===== src/rtl/sinc_pkg.sv =====
// Shared definitions for the SINC output skid stage.
// State encoding and signed range helpers.
package sinc_pkg;

   typedef enum logic [1:0] {
      EMPTY = 2'd0,
      ONE   = 2'd1,
      FULL  = 2'd2
   } state_t;

   function automatic int smax(input int w);
      return (1 << (w - 1)) - 1;
   endfunction

   function automatic int smin(input int w);
      return -(1 << (w - 1));
   endfunction

endpackage


===== src/rtl/sinc_slot.sv =====
// One buffer entry: load-enabled register with synchronous
// active-low clear.
module sinc_slot #(
   parameter int W = 9
) (
   input  logic         Clk,
   input  logic         Rst,
   input  logic         ld_i,
   input  logic [W-1:0] d_i,
   output logic [W-1:0] q_o
);

   logic [W-1:0] slot_q;

   always_ff @(posedge Clk) begin
      if (!Rst) begin
         slot_q <= '0;
      end else if (ld_i) begin
         slot_q <= d_i;
      end
   end

   assign q_o = slot_q;

endmodule


===== src/rtl/sinc_skid_reg.sv =====
// Registered two-entry skid stage after the signed incrementer;
// flags MAX+1 wrap, optionally saturates, counts overflows.
module sinc_skid_reg
   import sinc_pkg::*;
#(
   parameter int DATAWIDTH = 8,
   parameter int SATURATE  = 0,
   parameter int CNT_W     = 8
) (
   input  logic                 Clk,
   input  logic                 Rst,
   input  logic [DATAWIDTH-1:0] in_src,
   input  logic [DATAWIDTH-1:0] in_data,
   input  logic                 in_valid,
   output logic                 in_ready,
   output logic [DATAWIDTH-1:0] out_data,
   output logic                 out_ovf,
   output logic                 out_valid,
   input  logic                 out_ready,
   output logic [CNT_W-1:0]     ovf_count
);

   localparam int SW = DATAWIDTH + 1;
   localparam logic [DATAWIDTH-1:0] MAXV =
      DATAWIDTH'(smax(DATAWIDTH));

   state_t state_q, state_d;
   logic accept, emit, ovf;
   logic main_ld, skid_ld, from_skid;
   logic [DATAWIDTH-1:0] val;
   logic [SW-1:0] item, main_d, main_q, skid_q;
   logic [CNT_W-1:0] cnt_q, cnt_d;

   assign in_ready  = (state_q != FULL);
   assign out_valid = (state_q != EMPTY);
   assign accept    = in_valid & in_ready;
   assign emit      = out_valid & out_ready;

   assign ovf  = (in_src == MAXV);
   assign val  = ((SATURATE != 0) && ovf) ? MAXV : in_data;
   assign item = {ovf, val};

   always_comb begin
      state_d   = state_q;
      main_ld   = 1'b0;
      skid_ld   = 1'b0;
      from_skid = 1'b0;
      unique case (state_q)
         EMPTY: begin
            if (accept) begin
               main_ld = 1'b1;
               state_d = ONE;
            end
         end
         ONE: begin
            if (accept && emit) begin
               main_ld = 1'b1;
            end else if (accept) begin
               skid_ld = 1'b1;
               state_d = FULL;
            end else if (emit) begin
               state_d = EMPTY;
            end
         end
         FULL: begin
            if (emit) begin
               main_ld   = 1'b1;
               from_skid = 1'b1;
               state_d   = ONE;
            end
         end
         default: state_d = EMPTY;
      endcase
   end

   assign main_d = from_skid ? skid_q : item;

   always_ff @(posedge Clk) begin
      if (!Rst) begin
         state_q <= EMPTY;
      end else begin
         state_q <= state_d;
      end
   end

   sinc_slot #(.W(SW)) u_main (
      .Clk  (Clk),
      .Rst  (Rst),
      .ld_i (main_ld),
      .d_i  (main_d),
      .q_o  (main_q)
   );

   sinc_slot #(.W(SW)) u_skid (
      .Clk  (Clk),
      .Rst  (Rst),
      .ld_i (skid_ld),
      .d_i  (item),
      .q_o  (skid_q)
   );

   // Counter sticks at all-ones rather than wrapping.
   always_comb begin
      cnt_d = cnt_q;
      if (accept && ovf && (cnt_q != {CNT_W{1'b1}})) begin
         cnt_d = cnt_q + CNT_W'(1);
      end
   end

   always_ff @(posedge Clk) begin
      if (!Rst) begin
         cnt_q <= '0;
      end else begin
         cnt_q <= cnt_d;
      end
   end

   assign out_data  = main_q[DATAWIDTH-1:0];
   assign out_ovf   = main_q[DATAWIDTH];
   assign ovf_count = cnt_q;

endmodule

===== config.mk =====
export PLATFORM = sky130hd
export DESIGN_NAME = sinc_skid_reg
export DESIGN_NICKNAME = d
export VERILOG_FILES = /design/src/rtl/sinc_pkg.sv /design/src/rtl/sinc_slot.sv /design/src/rtl/sinc_skid_reg.sv
export SDC_FILE = /design/constraint.sdc
export NUM_CORES = 1
export LEC_CHECK = 0
export ABC_AREA = 1
export BUFFER_PORTS_ARGS = -buffer_cell sky130_fd_sc_hd__buf_2
export CAP_MARGIN = 20
export CORE_MARGIN = 2
export CORE_UTILIZATION = 40
export CTS_BUF_LIST = sky130_fd_sc_hd__clkbuf_4
export DETAILED_ROUTE_END_ITERATION = 8
export PLACE_DENSITY = 0.68
export SYNTH_ARGS = -nofsm -noshare
export SYNTH_HDL_FRONTEND = slang
export SYNTH_SLANG_ARGS = --single-unit

===== constraint.sdc =====
create_clock -name Clk -period 1.55 [get_ports Clk]
set_clock_uncertainty 0.05 [all_clocks]
set_input_delay 0.155 -clock Clk [delete_from_list [all_inputs] [get_ports Clk]]
set_output_delay 0.155 -clock Clk [all_outputs]
set_load 0.03 [all_outputs]

==> impl_metrics.py, run 1 <==
metrics = {
    "place": {
        "post_dp_cell_area_sq_mm": 0.00161,
        "dp_cells": 282,
        "hpwl_mm": 2.10,
        "io_buffers": 38,
        "place_ws_ns": 0.0436,
        "gp_congestion": 0.855,
    },
    "timing": {
        "period_share_pct": 88.9,
        "worst_pin_slew_ns": 0.358,
        "finalHoldViolations": 0,
        "rsz0062_at_grt": "false",
        "tns_ns": 0,
        "setup_violations": 0,
        "slew_violations": 0,
        "fin_ws_ns": 0.172,
        "clock.fmax_ghz": 0.726,
        "finalHoldWorstSlack_ns": 0.0171,
        "slew_headroom_pct": 76.1,
        "period_needed_ns": 1.38,
    },
    "final_layout": {
        "antenna_cells": 0,
        "syn_to_final_growth_pct": 24.8,
        "drive_gt1_share_pct": 26.7,
        "post-route-util_pct": 51.5,
        "design_area_sq_mm": 0.00171,
        "layout.nets": 265,
        "final_cells": 289,
    },
    "power_and_ir_drop": {
        "pwr-share-comb_pct": 15.3,
        "pwr-share-clk_pct": 32.2,
        "finalPower_mw": 1.46,
        "p_leak_nw": 0.821,
        "ir_drop_v": 0.000408,
        "p_per_area_mw_per_mm2": 858,
        "switching_share_pct": 25.2,
        "p_int_mw": 1.09,
        "pwr-share-seq_pct": 52.5,
        "power_switching_uw": 369,
    },
    "setup_path": {
        "crit_required_ns": 1.75,
        "crit_chain": "ha_1 -> nand2_1 -> inv_2 -> nand3_2 -> nand3_4 -> nand2_1 -> a21oi_1",
        "r2r_end": "ovf_count[2]",
        "worstPathArrival_ns": 1.58,
        "reg2reg_slack_ns": 0.17,
        "r2r_start": "ovf_count[0]",
        "crit_end": "ovf_count[2]",
        "path_max_fanout": 8,
        "critPathMaxStageDelay_ns": 0.39,
        "crit_path_start": "ovf_count[0]",
        "worst_setup_path_start_kind": "flop",
        "cpLargestDelayFamily": "simple AND/OR/NAND/NOR gates",
        "crit_type": "reg2reg",
        "crit_slowest_cell": "dfxtp_2",
        "cp.depth": 7,
        "crit_buf_inv": 1,
        "r2r.worst_path.cells": 7,
        "cp-end-kind": "flop",
        "crit_top_cell": "nand2_1",
    },
    "clock_tree": {
        "cts_setup_buffers": 0,
        "cts_tree": "done",
        "worstSkewPairLatency_ns": 0.33,
        "numCtsBuffers": 3,
        "htreeDepth": 1,
        "clockBufferDepth": 2,
        "clock_sinks": 28,
        "clk_pin_slew_worst_paths_ns": 0.16,
        "cts-root-buf": "clkbuf_4",
    },
    "global_routing": {
        "gr-total-overflow": 0,
        "antenna_found_initial": 0,
        "gr-usage-all-layers_pct": 15.4,
        "grt_pass1_vias": 1194,
        "grt_max_degree": 23,
        "grt_first_pass_wirelength_mm": 5.00,
    },
    "synth": {
        "ys_seq_elements": 28,
        "synth_common_cells": "nand2_1 (47), nor2_1 (37), dfxtp_1 (28)",
        "synth_async_sr_flop_share_pct": 0,
        "syn_nets": 220,
        "synth.area.top_cells": "dfxtp_1 (41%), nand2_1 (13%), nor2_1 (10%)",
        "ys_types": 27,
        "syn_area_sq_mm": 0.00137,
        "yosysTopAreaCell": "dfxtp_1",
        "synth_edf_count": 0,
        "synth_top_cell_area_share_pct": 41.0,
        "synth_top_family_by_area": "simple AND/OR/NAND/NOR gates",
        "ys.flop_type": "dfxtp_1",
        "syn_avg_cell_area_sq_um": 6.87,
        "synth_fa_ha_area_share_pct": 0.916,
        "yosysSeqAreaShare_pct": 41.0,
        "synth_compound_area_share_pct": 14.8,
        "syn_inst": 199,
        "synthXorXnorAreaFrac_pct": 1.92,
        "synth_mux_area_share_pct": 0,
        "synth_most_common_cell": "nand2_1",
        "ys.warnings.count": 0,
        "synth-simple-area-share_pct": 33.5,
    },
    "run": {
        "cap_violations": 0,
    },
    "drt": {
        "postRouteAntennaNets": 0,
        "wl_per_cell_um": 10.3,
        "drtPass1Iterations": 4,
        "num_vias": 1343,
        "routed_wl_mm": 2.99,
        "viasPerCell": 4.65,
        "drt_iter0_markers": 65,
        "drc": 0,
    },
    "die": {
        "pin_count": 39,
        "start_util_pct": 41.3,
        "row_count": 21,
        "die_width_um": 62.4,
        "die_h_um": 62.4,
        "dieArea_sq_mm": 0.00390,
        "core_area_sq_mm": 0.00331,
    },
    "hold_path": {
        "min_path_type": "in2reg",
        "hold_depth": 3,
        "hold_start": "in_data[7]",
    },
    "status": {
        "status": "finished, final reports clean",
    },
}
layout make-up:
| class | instances | area, sq um |
|---|---|---|
| Fill cell | 347 | 1610 |
| Multi-Input combinational cell | 148 | 714 |
| Sequential cell | 28 | 563 |
| Timing Repair Buffer | 45 | 250 |
| Inverter | 18 | 67.6 |
| Tap cell | 46 | 57.6 |
| Clock inverter | 1 | 30.0 |
| Clock buffer | 3 | 22.5 |
state kept, by name, indices dropped and copies added, names as in the netlist:
register and cells:
state_q 2, u_main.q_o 9, u_skid.q_o 9, ovf_count 8
power groups by stage:
stage	clock [mW]	combinational (mW)	sequential (mW)
after floorplan	0	0.115	0.826
after CTS	0.489	0.224	0.769
after global placement	0	0.217	0.783
final	0.471	0.223	0.768
after detailed placement	0	0.219	0.784
after global routing	0.509	0.246	0.772
cell usage in the layout, fill, tap and decap left out, drive strengths merged, types with 3 or more instances in the layout:
master       synthesis  layout
o21ai               22      22
inv                 16      17
nand3                9       9
dfxtp               28      28
dlygate4sd3          0       3
clkbuf               2       3
buf                  3      42
nand2               50      50
nor2                39      39
a21oi               17      17
worst min-delay path by stage:
stage	slack [ns]	end
global placement	0.34	u_skid.q_o[5]
CTS	0.0005	u_skid.q_o[4]
finish	0.02	u_skid.q_o[7]
global route	0.008	u_skid.q_o[7]
floorplan	0.24	u_skid.q_o[0]
detailed placement	0.35	u_skid.q_o[2]
repair_timing:
action,in CTS,in global routing
hold buffers,2,1
endpoints found under the hold margin,2,1
setup endpoints to repair,0,8
resized for setup,0,6
metal layers:
layer  track usage [%]  up-vias  wire, um
met4              5.00        0        15
met5                 0        -         0
li1                  -      724         -
met1              19.2      581      1360
met3              1.98        2       146
met2              27.4       36      1470
worst reg2reg max path, delay by kind of cell (launching register included):
family | cells | cell delay [ns]
AND/OR/NAND/NOR | 4 | 0.46
flip-flops | 1 | 0.39
AO/OA/AOI/OAI | 1 | 0.12
buffers and inverters | 1 | 0.08
adder cells (fa/ha/maj) | 1 | 0.20
cells by family after synthesis:
kind of cell,after synthesis
xor gates and xnor gates,3
buffers and inverters,23
and+or+nand+nor,104
AOI/OAI and AO/OA,40
DFF,28
adders and majority gates,1
No activity file was read; power rests on OpenSTA's default activity.
==> run 2: changes to the inputs <==
Settings changed: PLACE_DENSITY 0.68 to 0.71, TNS_END_PERCENT from default to 100.
Clock period 1.55 ns to 1.1 ns, I/O delays scaled along.
==> impl_metrics.py, run 2 (synthesized netlist as in run 1, its figures left out) <==
metrics = {
    "global_routing": {
        "antenna_found_initial": 0,
        "grt_first_pass_wirelength_mm": 6.18,
        "gr-total-overflow": 0,
        "grt_pass1_vias": 1499,
        "grt_max_degree": 16,
        "gr-usage-all-layers_pct": 19.0,
    },
    "final_layout": {
        "layout.nets": 299,
        "design_area_sq_mm": 0.00228,
        "antenna_cells": 0,
        "final_cells": 323,
        "syn_to_final_growth_pct": 66.9,
        "mostFrequentLayoutCell": "nand2_1",
        "final_cell_mix": "nand2_1 (42), nor2_1 (34), buf_2 (23), buf_6 (22), buf_4 (19)",
        "drive_gt1_share_pct": 46.9,
    },
    "run": {
        "cap_violations": 0,
    },
    "clock_tree": {
        "cts-root-buf": "clkbuf_4",
        "clockBufferDepth": 2,
        "htreeDepth": 1,
        "cts_tree": "done",
        "clk_pin_slew_worst_paths_ns": 0.15,
        "numCtsBuffers": 3,
        "worstSkewPairLatency_ns": 0.32,
        "clock_sinks": 28,
    },
    "drt": {
        "drtPass1Iterations": 4,
        "drc": 0,
        "postRouteAntennaNets": 0,
        "routed_wl_mm": 3.58,
        "drt_iter0_markers": 55,
        "num_vias": 1517,
        "viasPerCell": 4.70,
        "wl_per_cell_um": 11.1,
    },
    "timing": {
        "finalHoldViolations": 0,
        "setup_violations": 35,
        "slew_headroom_pct": 83.5,
        "worst_pin_slew_ns": 0.247,
        "clock.fmax_ghz": 0.783,
        "period_share_pct": 116,
        "rsz0062_at_grt": "true",
        "period_needed_ns": 1.28,
        "fin_ws_ns": -0.177,
        "slew_violations": 0,
    },
    "status": {
        "failed_checks": "negative setup slack",
        "status": "finished, violations left",
    },
    "die": {
        "dieArea_sq_mm": 0.00390,
        "die_h_um": 62.4,
        "core_area_sq_mm": 0.00331,
        "row_count": 21,
        "die_width_um": 62.4,
        "start_util_pct": 41.3,
        "pin_count": 39,
    },
    "setup_path": {
        "crit_required_ns": 1.31,
        "worstPathArrival_ns": 1.49,
        "r2r.worst_path.cells": 8,
        "cp-end-kind": "flop",
        "critPathMaxStageDelay_ns": 0.38,
        "crit_slowest_cell": "dfxtp_4",
        "crit_chain": "ha_4 -> nand2_2 -> inv_2 -> nand3_4 -> clkinv_4 -> nor2_4 -> nand2_1 -> a21oi_1",
        "crit_type": "reg2reg",
        "worst_setup_path_start_kind": "flop",
        "path_max_fanout": 5,
    },
    "hold_path": {
        "min_path_type": "in2reg",
        "hold_depth": 3,
    },
    "power_and_ir_drop": {
        "p_per_area_mw_per_mm2": 864,
        "ir_drop_v": 0.000799,
        "p_leak_nw": 1.03,
        "finalPower_mw": 1.97,
    },
    "place": {
        "post_dp_cell_area_sq_mm": 0.00190,
        "io_buffers": 38,
        "gp_congestion": 0.800,
        "dp_cells": 304,
        "hpwl_mm": 2.42,
    },
}
==> run 2: changes by cell type in the layout (fill, tap and decap cells not counted), moves of 5 or more <==
| cell | previous run | this run |
|---|---|---|
| nand2_1 | 47 | 42 |
| dlygate4sd3_1 | 3 | 8 |
| dfxtp_4 | 0 | 7 |
| buf_2 | 38 | 23 |
| buf_6 | 0 | 22 |
| dfxtp_1 | 26 | 14 |
| o21ai_2 | 0 | 11 |
| clkbuf_4 | 3 | 8 |
| dfxtp_2 | 2 | 7 |
| buf_4 | 4 | 19 |
| o21ai_0 | 11 | 1 |
==> run 2: layout make-up <==
type,count,area [sq um]
clock buffer,3,22.5
multi-input combinational,149,870
clock inverter,1,3.75
fill,278,1030
tap,46,57.6
sequential,28,596
timing repair buffer,78,643
inverter,18,87.6
==> run 2: layer usage <==
layer	wire length (um)	global-route usage [%]
met1	1610	23.2
met2	1770	34.7
met3	143	2.52
met4	49	5.56
met5	0	0
==> run 2: per-stage QoR <==
step           worst slack [ns]  hold WS (ns)  TNS (ns)  utilization [%]
6_report                 -0.177        0.0487     -4.07             68.9
5_1_grt                  -0.246        0.0486     -6.25             68.9
2_1_floorplan            -0.168         0.195     -3.26                -
3_5_place_dp             -0.209         0.304     -2.59             57.3
3_3_place_gp             -0.145         0.295     -2.03             57.3
4_1_cts                  -0.167        0.0462     -3.86             66.9
==> run 2: where the power goes <==
group / switching [mW] / leakage, nW / internal [mW] / total (mW)
Clock: 0.302 / 0.0154 / 0.133 / 0.435
Sequential: 0.0327 / 0.237 / 1.05 / 1.08
Combinational: 0.253 / 0.781 / 0.200 / 0.453
==> run 2: timing repair <==
item / in CTS / in global routing
buffers inserted: 5 / 1
pin swaps: 7 / 7
resized for setup: 60 / 21
setup endpoints to repair: 37 / 42
hold buffers: 8 / 0
endpoints found under the hold margin: 8 / 0
cloned: 1 / 0
==> run 2: final timing paths <==
path,start,to,slack [ns]
max,ovf_count[1],ovf_count[5],-0.18
min,Rst,u_main.q_o[6],0.05
min reg2reg,u_skid.q_o[8],u_skid.q_o[8],0.43
max reg2reg,ovf_count[1],ovf_count[5],-0.18
==> run 2: critical path: cells and delay by family, from the launching register on <==
kind	cells	cell delay [ns]
adders and majority gates	1	0.16
buffers and inverters	2	0.12
AOI/OAI and AO/OA	1	0.13
DFF	1	0.38
and+or+nand+nor	4	0.37
